**config.mk**
```make
export PLATFORM = sky130hd
export DESIGN_NAME = alu_iter
export DESIGN_NICKNAME = d
export VERILOG_FILES = /design/src/rtl/alu_pkg.sv /design/src/rtl/mul_shift_add.sv /design/src/rtl/alu_iter.sv
export SDC_FILE = /design/constraint.sdc
export NUM_CORES = 1
export LEC_CHECK = 0
export CAP_MARGIN = 20
export CORE_UTILIZATION = 45
export DETAILED_ROUTE_END_ITERATION = 10
export GPL_ROUTABILITY_DRIVEN = 0
export PLACE_DENSITY = 0.65
export SLEW_MARGIN = 40
export SYNTH_ARGS = -nofsm -noshare
export SYNTH_HDL_FRONTEND = slang
export SYNTH_SLANG_ARGS = --single-unit
```
**constraint.sdc**
```tcl
create_clock -name clk_i -period 4.85 [get_ports clk_i]
set_input_delay 0.97 -clock clk_i [delete_from_list [all_inputs] [get_ports clk_i]]
set_output_delay 0.97 -clock clk_i [all_outputs]
set_load 0.01 [all_outputs]
```
**src/rtl/alu_pkg.sv**
```systemverilog
// alu_pkg: ALU op codes shared with the control decoder, and the alu_iter FSM state encoding
package alu_pkg;

    localparam logic [2:0] OP_AND = 3'b000;
    localparam logic [2:0] OP_OR  = 3'b001;
    localparam logic [2:0] OP_ADD = 3'b010;
    localparam logic [2:0] OP_MUL = 3'b011;
    localparam logic [2:0] OP_SUB = 3'b110;

    typedef enum logic [1:0] {IDLE, MUL, DONE} state_t;

    function automatic logic op_legal(input logic [2:0] op);
        return op inside {OP_AND, OP_OR, OP_ADD, OP_MUL, OP_SUB};
    endfunction

endpackage

```
**src/rtl/mul_shift_add.sv**
```systemverilog
// mul_shift_add: iterative shift-add multiplier retiring MUL_STEP multiplier bits per cycle; PW selects product width
module mul_shift_add #(
    parameter int WIDTH    = 32,
    parameter int MUL_STEP = 1,
    parameter int PW       = WIDTH
) (
    input  logic             clk_i,
    input  logic             rst_i,
    input  logic             start_i,
    input  logic [WIDTH-1:0] a_i,
    input  logic [WIDTH-1:0] b_i,
    output logic             done_o,
    output logic [PW-1:0]    prod_o
);

    localparam int STEPS = WIDTH / MUL_STEP;
    localparam int CW    = $clog2(STEPS + 1);

    logic [PW-1:0]    r_a;
    logic [PW-1:0]    r_acc;
    logic [PW-1:0]    w_part;
    logic [WIDTH-1:0] r_b;
    logic [CW-1:0]    r_cnt;

    // partial product of the multiplicand with the low MUL_STEP multiplier bits
    always_comb begin
        w_part = '0;
        for (int k = 0; k < MUL_STEP; k++)
            if (r_b[k]) w_part = w_part + (r_a << k);
    end

    // load operands on start, then accumulate and shift once per cycle until the count runs out
    always_ff @(posedge clk_i) begin
        if (!rst_i) begin
            r_a   <= '0;
            r_b   <= '0;
            r_acc <= '0;
            r_cnt <= '0;
        end else if (start_i) begin
            r_a   <= PW'(a_i);
            r_b   <= b_i;
            r_acc <= '0;
            r_cnt <= CW'(STEPS);
        end else if (r_cnt != '0) begin
            r_acc <= r_acc + w_part;
            r_a   <= r_a << MUL_STEP;
            r_b   <= r_b >> MUL_STEP;
            r_cnt <= r_cnt - CW'(1);
        end
    end

    // the final step's sum is presented combinationally so the caller can register it on that same edge
    assign done_o = r_cnt == CW'(1);
    assign prod_o = r_acc + w_part;

endmodule

```
**src/rtl/alu_iter.sv**
```systemverilog
// alu_iter: execution-stage ALU with valid/ready handshake; MUL is iterative. Optional macro ALU_ITER_OVF_EN adds ovf_o.
module alu_iter
    import alu_pkg::*;
#(
    parameter int WIDTH    = 32,
    parameter int MUL_STEP = 1
) (
    input  logic             clk_i,
    input  logic             rst_i,
    input  logic             valid_i,
    output logic             ready_o,
    input  logic [2:0]       ALUCtrl_i,
    input  logic [WIDTH-1:0] data1_i,
    input  logic [WIDTH-1:0] data2_i,
    output logic             valid_o,
    input  logic             ready_i,
    output logic [WIDTH-1:0] data_o,
    output logic             zero_o,
    output logic             illegal_o
`ifdef ALU_ITER_OVF_EN
    ,
    output logic             ovf_o
`endif
);

`ifdef ALU_ITER_OVF_EN
    localparam int PW = 2 * WIDTH;
`else
    localparam int PW = WIDTH;
`endif

    state_t           r_state;
    state_t           w_next;
    logic             w_accept;
    logic             w_is_mul;
    logic             w_mul_done;
    logic [PW-1:0]    w_prod;
    logic [WIDTH-1:0] w_sum;
    logic [WIDTH-1:0] w_diff;
    logic [WIDTH-1:0] w_res;
    logic [WIDTH-1:0] r_data;
    logic             r_zero;
    logic             r_illegal;

    assign w_accept = valid_i && r_state == IDLE;
    assign w_is_mul = ALUCtrl_i == OP_MUL;
    assign w_sum    = data1_i + data2_i;
    assign w_diff   = data1_i - data2_i;
    assign w_res    = ALUCtrl_i == OP_AND ? data1_i & data2_i :
                      ALUCtrl_i == OP_OR  ? data1_i | data2_i :
                      ALUCtrl_i == OP_ADD ? w_sum :
                      ALUCtrl_i == OP_SUB ? w_diff : '0;

`ifdef ALU_ITER_OVF_EN
    logic w_ovf;
    logic r_ovf;
    assign w_ovf = ALUCtrl_i == OP_ADD ? (data1_i[WIDTH-1] == data2_i[WIDTH-1]) && (w_sum[WIDTH-1] != data1_i[WIDTH-1]) :
                   ALUCtrl_i == OP_SUB ? (data1_i[WIDTH-1] != data2_i[WIDTH-1]) && (w_diff[WIDTH-1] != data1_i[WIDTH-1]) : 1'b0;
    assign ovf_o = r_ovf;
`endif

    mul_shift_add #(
        .WIDTH   (WIDTH),
        .MUL_STEP(MUL_STEP),
        .PW      (PW)
    ) u_mul (
        .clk_i  (clk_i),
        .rst_i  (rst_i),
        .start_i(w_accept && w_is_mul),
        .a_i    (data1_i),
        .b_i    (data2_i),
        .done_o (w_mul_done),
        .prod_o (w_prod)
    );

    // state register
    always_ff @(posedge clk_i) begin
        if (!rst_i) r_state <= IDLE;
        else        r_state <= w_next;
    end

    // next state: single-cycle ops go straight to DONE, MUL waits for the multiplier
    always_comb begin
        w_next = r_state;
        case (r_state)
            IDLE:    if (valid_i) w_next = w_is_mul ? MUL : DONE;
            MUL:     if (w_mul_done) w_next = DONE;
            DONE:    if (ready_i) w_next = IDLE;
            default: w_next = IDLE;
        endcase
    end

    // handshake outputs decoded from state; zero flag only meaningful alongside a valid result
    always_comb begin
        ready_o = r_state == IDLE;
        valid_o = r_state == DONE;
        zero_o  = r_zero && valid_o;
    end

    // result registers: loaded on a single-cycle accept or on multiplier completion, held otherwise
    always_ff @(posedge clk_i) begin
        if (!rst_i) begin
            r_data    <= '0;
            r_zero    <= 1'b0;
            r_illegal <= 1'b0;
`ifdef ALU_ITER_OVF_EN
            r_ovf     <= 1'b0;
`endif
        end else if (w_accept && !w_is_mul) begin
            r_data    <= w_res;
            r_zero    <= w_res == '0;
            r_illegal <= !op_legal(ALUCtrl_i);
`ifdef ALU_ITER_OVF_EN
            r_ovf     <= w_ovf;
`endif
        end else if (r_state == MUL && w_mul_done) begin
            r_data    <= w_prod[WIDTH-1:0];
            r_zero    <= w_prod[WIDTH-1:0] == '0;
            r_illegal <= 1'b0;
`ifdef ALU_ITER_OVF_EN
            r_ovf     <= |w_prod[PW-1:WIDTH];
`endif
        end
    end

    assign data_o    = r_data;
    assign illegal_o = r_illegal;

endmodule

```
==> Word level (Yosys, flattened, before mapping) <==
Cells that the tools add are included.
W data, S select, Z words.
{ "word_totals": {"register_bits": 138, "in_bits": 71, "out_inout_bits": 36, "word_cells": 65} }
{ "op_classes": {"add_sub_neg": 4, "n_eq_ne": 10, "mux": 22, "n_bitwise": 3, "reduce_logical": 17} }
{ "ops": {"columns": ["operator", "count"], "rows": [
  ["$mux W32", 11],
  ["$add A32 B32 Y32", 2],
  ["$logic_not A32 Y1", 2],
  ["$and A32 B32 Y32", 1],
  ["$or A32 B32 Y32", 1],
  ["$sub A32 B32 Y32", 1],
  ["$mux W6", 2],
  ["$mux W2", 4],
  ["$eq A3 B2 Y1 const B", 2],
  ["$eq A6 B1 Y1 const B", 1],
  ["$pmux W2 S3", 1],
  ["$reduce_bool A6 Y1", 1],
  ["$sub A6 B1 Y6 const B", 1],
  ["$logic_and A1 B1 Y1", 5],
  ["$reduce_bool A5 Y1", 1],
  ["$mux W1", 4],
  ["$ne A2 B2 Y1 const B", 2],
  ["$reduce_bool A2 Y1", 2],
  ["$eq A3 B1 Y1 const B", 1],
  ["$eq A3 B3 Y1 const B", 1],
  ["$logic_not A3 Y1", 1],
  ["$reduce_and A3 Y1", 1],
  ["$eq A2 B1 Y1 const B", 1],
  ["$eq A2 B2 Y1 const B", 1],
  ["other kinds (5)", 6]
]} }

==> Depth between registers and ports, before layout <==
Gate-level depths: netlist of the first run.
{ "logic_depth": {"ltp_word": 7, "ltp_mapped": 15} }

==> Cells and area by module <==
From an unflattened synthesis of the first run, not the netlist that was laid out.
{ "unflattened": {"hier_cells": 1886, "area_unflattened_um2": 13147.6} }
{ "by_module_without_submodules": {"columns": ["mod", "n_inst", "cells_per_inst", "area_each_um2"], "rows": [
  ["alu_iter", 1, 981, 6726.5],
  ["mul_shift_add", 1, 905, 6421.2]
]} }

==> Worst setup path after synthesis of the first run <==
No wires, ideal clock.
{ "synth_timing": {"kind": "in2reg", "start": "input port data2_i[1]", "end": "register r_zero", "setup_ps": 87, "arrival_ps": 3866, "setup_slack_ps": 897, "stages": 13, "cell_sequence": "inv_1 -> ha_1 -> or2_1 -> a2111o_1 -> a31oi_4 -> a211oi_1 -> or3_1 -> a31o_1 -> a2111oi_2 -> and4_1 -> and4b_1 -> nand4_1 -> o31ai_1"} }
{ "synth_via": {"elab_chain_len": 7, "word_cells_on_any_way": 10} }
{ "synth_rtl": {"columns": ["item", "line_no", "text"], "rows": [
  ["start, declared", "alu_iter.sv:14", "input logic [WIDTH-1:0] data2_i,"],
  ["$sub A32 B32 Y32", "alu_iter.sv:48", "assign w_diff = data1_i - data2_i;"],
  ["$mux W32", "alu_iter.sv:52", "ALUCtrl_i == OP_SUB ? w_diff : '0;"],
  ["$mux W32", "alu_iter.sv:51", "ALUCtrl_i == OP_ADD ? w_sum :"],
  ["$mux W32", "alu_iter.sv:50", "ALUCtrl_i == OP_OR ? data1_i | data2_i :"],
  ["$mux W32 (*)", "alu_iter.sv:49", "assign w_res = ALUCtrl_i == OP_AND ? data1_i & data2_i :"],
  ["$logic_not A32 Y1 (*)", "alu_iter.sv:111", "r_zero <= w_res == '0;"],
  ["$mux W1 (*)", "alu_iter.sv:109", "end else if (w_accept && !w_is_mul) begin"],
  ["end signal, assigned", "alu_iter.sv:104", "r_zero <= 1'b0;"],
  ["end signal, assigned", "alu_iter.sv:111", null],
  ["end signal, assigned", "alu_iter.sv:118", "r_zero <= w_prod[WIDTH-1:0] == '0;"],
  ["end, declared", "alu_iter.sv:42", "logic r_zero;"]
]} }
Every way passes the cells marked *; elsewhere a longest branch is shown, timed or not.
A chain may end at the register's enable or synchronous reset.

==> Worst setup path after layout of the first run <==
{ "layout_timing": {"start": "input port data1_i[0]", "end": "register r_zero"} }
{ "layout_via": {"elab_chain_len": 7, "word_cells_on_any_way": 10} }
{ "layout_rtl": {"columns": ["item", "line_no", "text"], "rows": [
  ["start, declared", "alu_iter.sv:13", "input logic [WIDTH-1:0] data1_i,"],
  ["$sub A32 B32 Y32", "alu_iter.sv:48", null],
  ["$mux W32", "alu_iter.sv:52", null],
  ["$mux W32", "alu_iter.sv:51", null],
  ["$mux W32", "alu_iter.sv:50", null],
  ["$mux W32 (*)", "alu_iter.sv:49", null],
  ["$logic_not A32 Y1 (*)", "alu_iter.sv:111", null],
  ["$mux W1 (*)", "alu_iter.sv:109", null]
]} }
Marked as above.

==> flow_summary.ini, run 1 <==
[global_route]
grtUsageTotal = 0.298
overflow = 0
grt_pass1_wl_um = 67900
grt_pass1_vias = 12600
antenna_found_initial = 0
grt_start_max_net_pins = 71

[synthesis]
synth.area.top_cells = dfxtp_1 21%, ha_1 12%, nand2_1 8.0%
synth_cells = 1758
synthArstFlopShare = 0
synth_ff_type = dfxtp_1
syn_avg_cell_area_um2 = 7.32
synth_top_area_share = 0.215
synth_top_area_cell = dfxtp_1
seq_area_frac_synth = 0.215
synth_edf_count = 0
yosysUniqueCellTypes = 80
syn-cell-area_um2 = 12900
yosys_warnings = 0
ys_ff_latch = 138
synth_nets = 1960

[timing]
grt_setup_unrepaired = false
fmax_mhz = 224
worstMarginPinSlew_ns = 0.837
drv_slew = 0
hold_viol_final = 0
skew_ns = 0.00750
finalSetupViolations = 0
finalCritPeriodShare = 0.920
fin_crit_ns = 4.46
tns_ns = 0
max-slew-margin-rel = 0.442

[setup_path]
critPathTopFamily = compound AO/OA/AOI/OAI gates
critPathMaxStageDelay_ns = 0.54
cp_cell_sequence = clkdlybuf4s50_1, inv_1, ha_1, inv_1, fa_1, nand2b_4, a2111o_1, a2111oi_2, o311ai_1, nand2b_1, xnor2_1, a2111oi_0, and4_1, and4b_1, nand4_1, o31ai_1
worstSetupStartpointType = primary input
path_common_cell = inv_1
crit_required_ns = 5.21
end_kind = register
critPathSlowestCell = a2111oi_2
crit_type = primary input to register
crit_buf_inv = 3
critPathMaxFanout = 3
worst_ep_arrival_time_ns = 4.82

[cts]
numClockSinks = 138
numCtsBuffers = 17
clkSlewWorstSetupHoldPaths_ns = 0.06
ctsResizeCount = 0
clk_latency_ns = 0.44
hold_buffers = 0
clock-root-buffer = clkbuf_16
tritoncts = built
cts_setup_buffers = 0
htreeDepth = 4
cts_buffer_depth = 2

[drt]
first_pass_iters = 6
vias_per_cell = 6.00
drc = 0
ant_nets = 0
wirelength_um = 43100
via_count = 13600
wl_per_cell_um = 19.1
drtIter0Drc = 1496

[floorplanning]
die_x_um = 171
die_h_um = 171
rows = 61
initial_core_util = 0.461
num_io_pins = 107
core-area_um2 = 27900
die_area_um2 = 29300

[pwr]
leakagePower_nw = 7.13
ir_worst_vdd_mv = 0.384
p_per_area_nw_per_um2 = 298

[cells_and_area]
drive_above_1_share = 0.0818
instances_no_fill = 2260
final_nets = 2071
fill_cells = 2758
diodes = 0
areaGrowthSynthToFinish_pct = 19.2

[placed_design]
dp.final_hpwl_um = 33300
dpl.cell_count = 2228
portBuffers = 106

[worst_hold_path]
hp-class = register to register

[run]
drv_cap = 0

[outcome]
status = finished, final reports clean
-- through the flow --
step | instance area (um^2) | hold WS, ns | setup WS (ns) | util | total power, mW
5_1_grt | 15300 | 0.476 | 0.165 | 0.549 | 4.82
2_1_floorplan | 12900 | 0.436 | 0.897 | - | 2.58
3_3_place_gp | 14700 | 0.443 | 0.177 | 0.528 | 3.19
3_5_place_dp | 14700 | 0.450 | 0.0417 | 0.528 | 3.21
6_report | 15300 | 0.459 | 0.386 | 0.549 | 4.57
4_1_cts | 15300 | 0.459 | 0.500 | 0.549 | 4.57
-- layout by cell type, fill, tap and decap left out, types with 11 or more instances in the layout --
master           count
a211oi_1            27
a21boi_0            19
a21o_1              21
a21oi_1            131
a221oi_1            11
a22oi_1             32
a31oi_1             14
and2_1              52
and3_1              13
buf_4               99
clkbuf_16           17
clkdlybuf4s50_1    104
dfxtp_1            138
ha_1               128
inv_1              116
mux2i_1             27
nand2_1            273
nand3_1             87
nand4_1             14
nor2_1              91
nor2b_1             24
nor3_1              35
nor4_1              15
o211a_1             65
o211ai_1            16
o21a_1              13
o21ai_0             61
o31ai_1             14
xnor2_1             39
xor2_1              16
-- where the power goes --
part | switching, mW | internal, mW | total, mW
combinational | 1.25 | 0.636 | 1.88
sequential | 0.0873 | 1.24 | 1.33
clock | 0.549 | 0.814 | 1.36
-- worst register-to-register path, stage by stage (launching register included) --
cell	delay (ns)
dfxtp_1	0.40
and2_1	0.19
ha_1	0.22
fa_1	0.43
a21oi_1	0.27
o211a_1	0.25
nor2_1	0.11
xnor2_1	0.22
nand3b_1	0.19
or4_1	0.45
nor4b_1	0.39
or4b_1	0.51
nor4_1	0.29
a21oi_1	0.19
o31ai_1	0.10
-- routing by layer --
layer  global-route usage  part of all wire  vias up  routed length, um
met5                    0                 0        -                  0
met4               0.0936             0.022        0                954
met3               0.0391             0.081       71               3500
met2                0.471              0.45      626              19400
met1                0.417              0.45     6363              19300
li1                     -                 -     6505                  -
-- cells by family (layout without fill, tap and decap cells) --
group                      count (synthesis)  count (layout)  synth area share
muxes                                     28              28            0.0219
DFF                                      138             138             0.215
adders and majority gates                131             131             0.129
AOI/OAI and AO/OA                        516             516             0.286
and+or+nand+nor                          658             658             0.242
buffers and inverters                    232             356            0.0683
xor gates and xnor gates                  55              55            0.0374
-- state kept, by name (all words and copies together) (netlist names) --
register	flops
u_mul.r_acc	32
r_zero	1
r_state	2
u_mul.r_cnt	6
u_mul.r_b	32
u_mul.r_a	32
illegal_o	1
data_o	32
-- cell usage after synthesis (15+ instances only) --
| master | number |
|---|---|
| nand2_1 | 275 |
| dfxtp_1 | 138 |
| a21oi_1 | 131 |
| ha_1 | 128 |
| inv_1 | 116 |
| clkbuf_1 | 98 |
| nor2_1 | 92 |
| nand3_1 | 87 |
| o211a_1 | 65 |
| o21ai_0 | 61 |
| and2_1 | 53 |
| xnor2_1 | 39 |
| nor3_1 | 35 |
| a22oi_1 | 32 |
| a211oi_1 | 27 |
| mux2i_1 | 27 |
| nor2b_1 | 25 |
| a21o_1 | 21 |
| a21boi_0 | 19 |
| o211ai_1 | 16 |
| xor2_1 | 16 |
| nor4_1 | 15 |
-- final timing paths --
kind | start | to | slack, ns | cells after the start
max | data1_i[0] | r_zero | 0.39 | 16
min | u_mul.r_acc[0] | u_mul.r_acc[0] | 0.46 | 2
max reg2reg | u_mul.r_b[0] | r_zero | 0.55 | 14
min reg2reg | u_mul.r_acc[0] | u_mul.r_acc[0] | 0.46 | 2
-- layout make-up --
| cell class | count | area [um^2] | share of cell area |
|---|---|---|---|
| Multi-Input combinational cell | 1388 | 9250 | 0.603 |
| Sequential cell | 138 | 2760 | 0.180 |
| Timing Repair Buffer | 205 | 1810 | 0.118 |
| Clock buffer | 23 | 488 | 0.0318 |
| Tap cell | 378 | 473 | 0.0308 |
| Inverter | 119 | 447 | 0.0291 |
| Clock inverter | 9 | 113 | 0.00734 |
Note: power is estimated with default switching activity, not from simulation.
==> inputs of run 2 (changes only) <==
--- a/config.mk
+++ b/config.mk
@@ -7,10 +7,10 @@
 export LEC_CHECK = 0
 export CAP_MARGIN = 20
 export CORE_UTILIZATION = 45
+export CTS_BUF_LIST = sky130_fd_sc_hd__clkbuf_8 sky130_fd_sc_hd__clkbuf_16
 export DETAILED_ROUTE_END_ITERATION = 10
 export GPL_ROUTABILITY_DRIVEN = 0
 export PLACE_DENSITY = 0.65
-export SLEW_MARGIN = 40
 export SYNTH_ARGS = -nofsm -noshare
 export SYNTH_HDL_FRONTEND = slang
 export SYNTH_SLANG_ARGS = --single-unit
==> run 2 against run 1 <==
Net effect: highest routed layer unchanged; global-route usage unchanged; flip-flop and latch count unchanged; critical path type unchanged; cell area unchanged; clock power about the same; die area unchanged; first-iteration DRC count decreased by 0.80%; maximum frequency increased by 0.83%; worst setup slack improved by 0.037 ns; via count increased by 0.13%; critical endpoint unchanged; routed wire length about the same; worst hold slack got worse by 0.00090 ns.
==> flow_summary.ini, run 2 (synthesized netlist as in run 1, its figures left out) <==
[outcome]
status = finished, final reports clean

[cts]
clk_latency_ns = 0.44
clkSlewWorstSetupHoldPaths_ns = 0.06
numCtsBuffers = 17
tritoncts = built
htreeDepth = 4
cts_buffer_depth = 2
cts_setup_buffers = 0
hold_buffers = 0
numClockSinks = 138
ctsResizeCount = 0
clock-root-buffer = clkbuf_16

[setup_path]
worstSetupStartpointType = primary input
crit_required_ns = 5.21
worst_ep_arrival_time_ns = 4.78
critPathMaxFanout = 3
crit_type = primary input to register
end_kind = register

[timing]
fmax_mhz = 226
skew_ns = 0.00909
finalSetupViolations = 0
worstMarginPinSlew_ns = 0.837
grt_setup_unrepaired = false
tns_ns = 0
drv_slew = 0
hold_ws_ns = 0.458
hold_viol_final = 0
finalCritPeriodShare = 0.913
setup_slack_ns = 0.423
fin_crit_ns = 4.43
max-slew-margin-rel = 0.442

[cells_and_area]
areaGrowthSynthToFinish_pct = 19.2
diodes = 0
final_cell_area_um2 = 15300
drive_above_1_share = 0.0818
final_core_util = 0.549
layout_common_cells = 273 x nand2_1, 138 x dfxtp_1, 131 x a21oi_1, 128 x ha_1, 118 x inv_1
instances_no_fill = 2260
layout_commonest_cell = nand2_1
final_nets = 2071

[pwr]
leakagePower_nw = 7.14
p_per_area_nw_per_um2 = 298
pwr-share-clk = 0.297
p_sw_frac = 0.412
intPower_mw = 2.69
p_comb_frac = 0.412
ir_worst_vdd_mv = 0.385
switchingPower_mw = 1.88
total_power_mw = 4.57
p_seq_frac = 0.291

[placed_design]
dp.final_hpwl_um = 33300
place_ws_ns = 0.0417
portBuffers = 106
place_area_um2 = 14700
dpl.cell_count = 2228

[floorplanning]
die_x_um = 171
num_io_pins = 107
initial_core_util = 0.461
die_h_um = 171
rows = 61
die_area_um2 = 29300
core-area_um2 = 27900

[drt]
route.met2.wl_um = 19400
drtIter0Drc = 1484
wl_per_cell_um = 19.1
ant_nets = 0
first_pass_iters = 6
via_count = 13600
dr.max_layer_used = met4
drc = 0
dr_wl_met3_um = 3370
wirelength_um = 43100
wl_met1_um = 19400
vias_per_cell = 6.01

[global_route]
grt_pass1_vias = 12600
grt_pass1_wl_um = 67900
overflow = 0
grt_start_max_net_pins = 71
antenna_found_initial = 0
grtUsageTotal = 0.298

[run]
drv_cap = 0

[worst_hold_path]
hp-class = register to register
## run 2: cell count changes in the layout (fill, tap and decap cells not counted), sizes merged
| cell | previous run | this run |
|---|---|---|
| inv | 117 | 119 |
| clkbuf | 23 | 21 |
## run 2: layout make-up
| cell class | instances | area (um^2) |
|---|---|---|
| fill | 2758 | 12600 |
| clock buffer | 21 | 480 |
| timing repair buffer | 205 | 1810 |
| sequential | 138 | 2760 |
| tap | 378 | 473 |
| inverter | 119 | 447 |
| clock inverter | 11 | 120 |
| multi-input combinational | 1388 | 9250 |
## run 2: worst paths after layout
| kind | startpoint | end | slack, ns | cells past startpoint |
|---|---|---|---|---|
| worst min-delay path | u_mul.r_acc[0] | u_mul.r_acc[0] | 0.46 | 2 |
| worst max-delay path | data1_i[0] | r_zero | 0.42 | 16 |
| worst min register to register | u_mul.r_acc[0] | u_mul.r_acc[0] | 0.46 | 2 |
| worst max register to register | u_mul.r_b[0] | r_zero | 0.55 | 14 |
## run 2: per-layer routing
layer / GRT usage / vias up
met2: 0.471 / 613
met1: 0.417 / 6384
met3: 0.0391 / 77
li1: - / 6508
met4: 0.0936 / 0
met5: 0 / -
## run 2: critical path, stage by stage
cell	delay (ns)
clkdlybuf4s50_1	0.51
inv_1	0.08
ha_1	0.22
inv_1	0.08
fa_1	0.24
nand2b_4	0.06
a2111o_1	0.48
a2111oi_2	0.51
o311ai_1	0.20
nand2b_1	0.13
xnor2_1	0.08
a2111oi_0	0.44
and4_1	0.27
and4b_1	0.19
nand4_1	0.09
o31ai_1	0.23
## run 2: power by group through the flow
stage                     clock [mW]  combinational [mW]  sequential, mW
after floorplan                    0                1.25            1.33
after global placement             0                1.84            1.35
after detailed placement           0                1.86            1.35
after CTS                       1.37                1.86            1.33
after global routing            1.43                2.05            1.34
final                           1.36                1.88            1.33
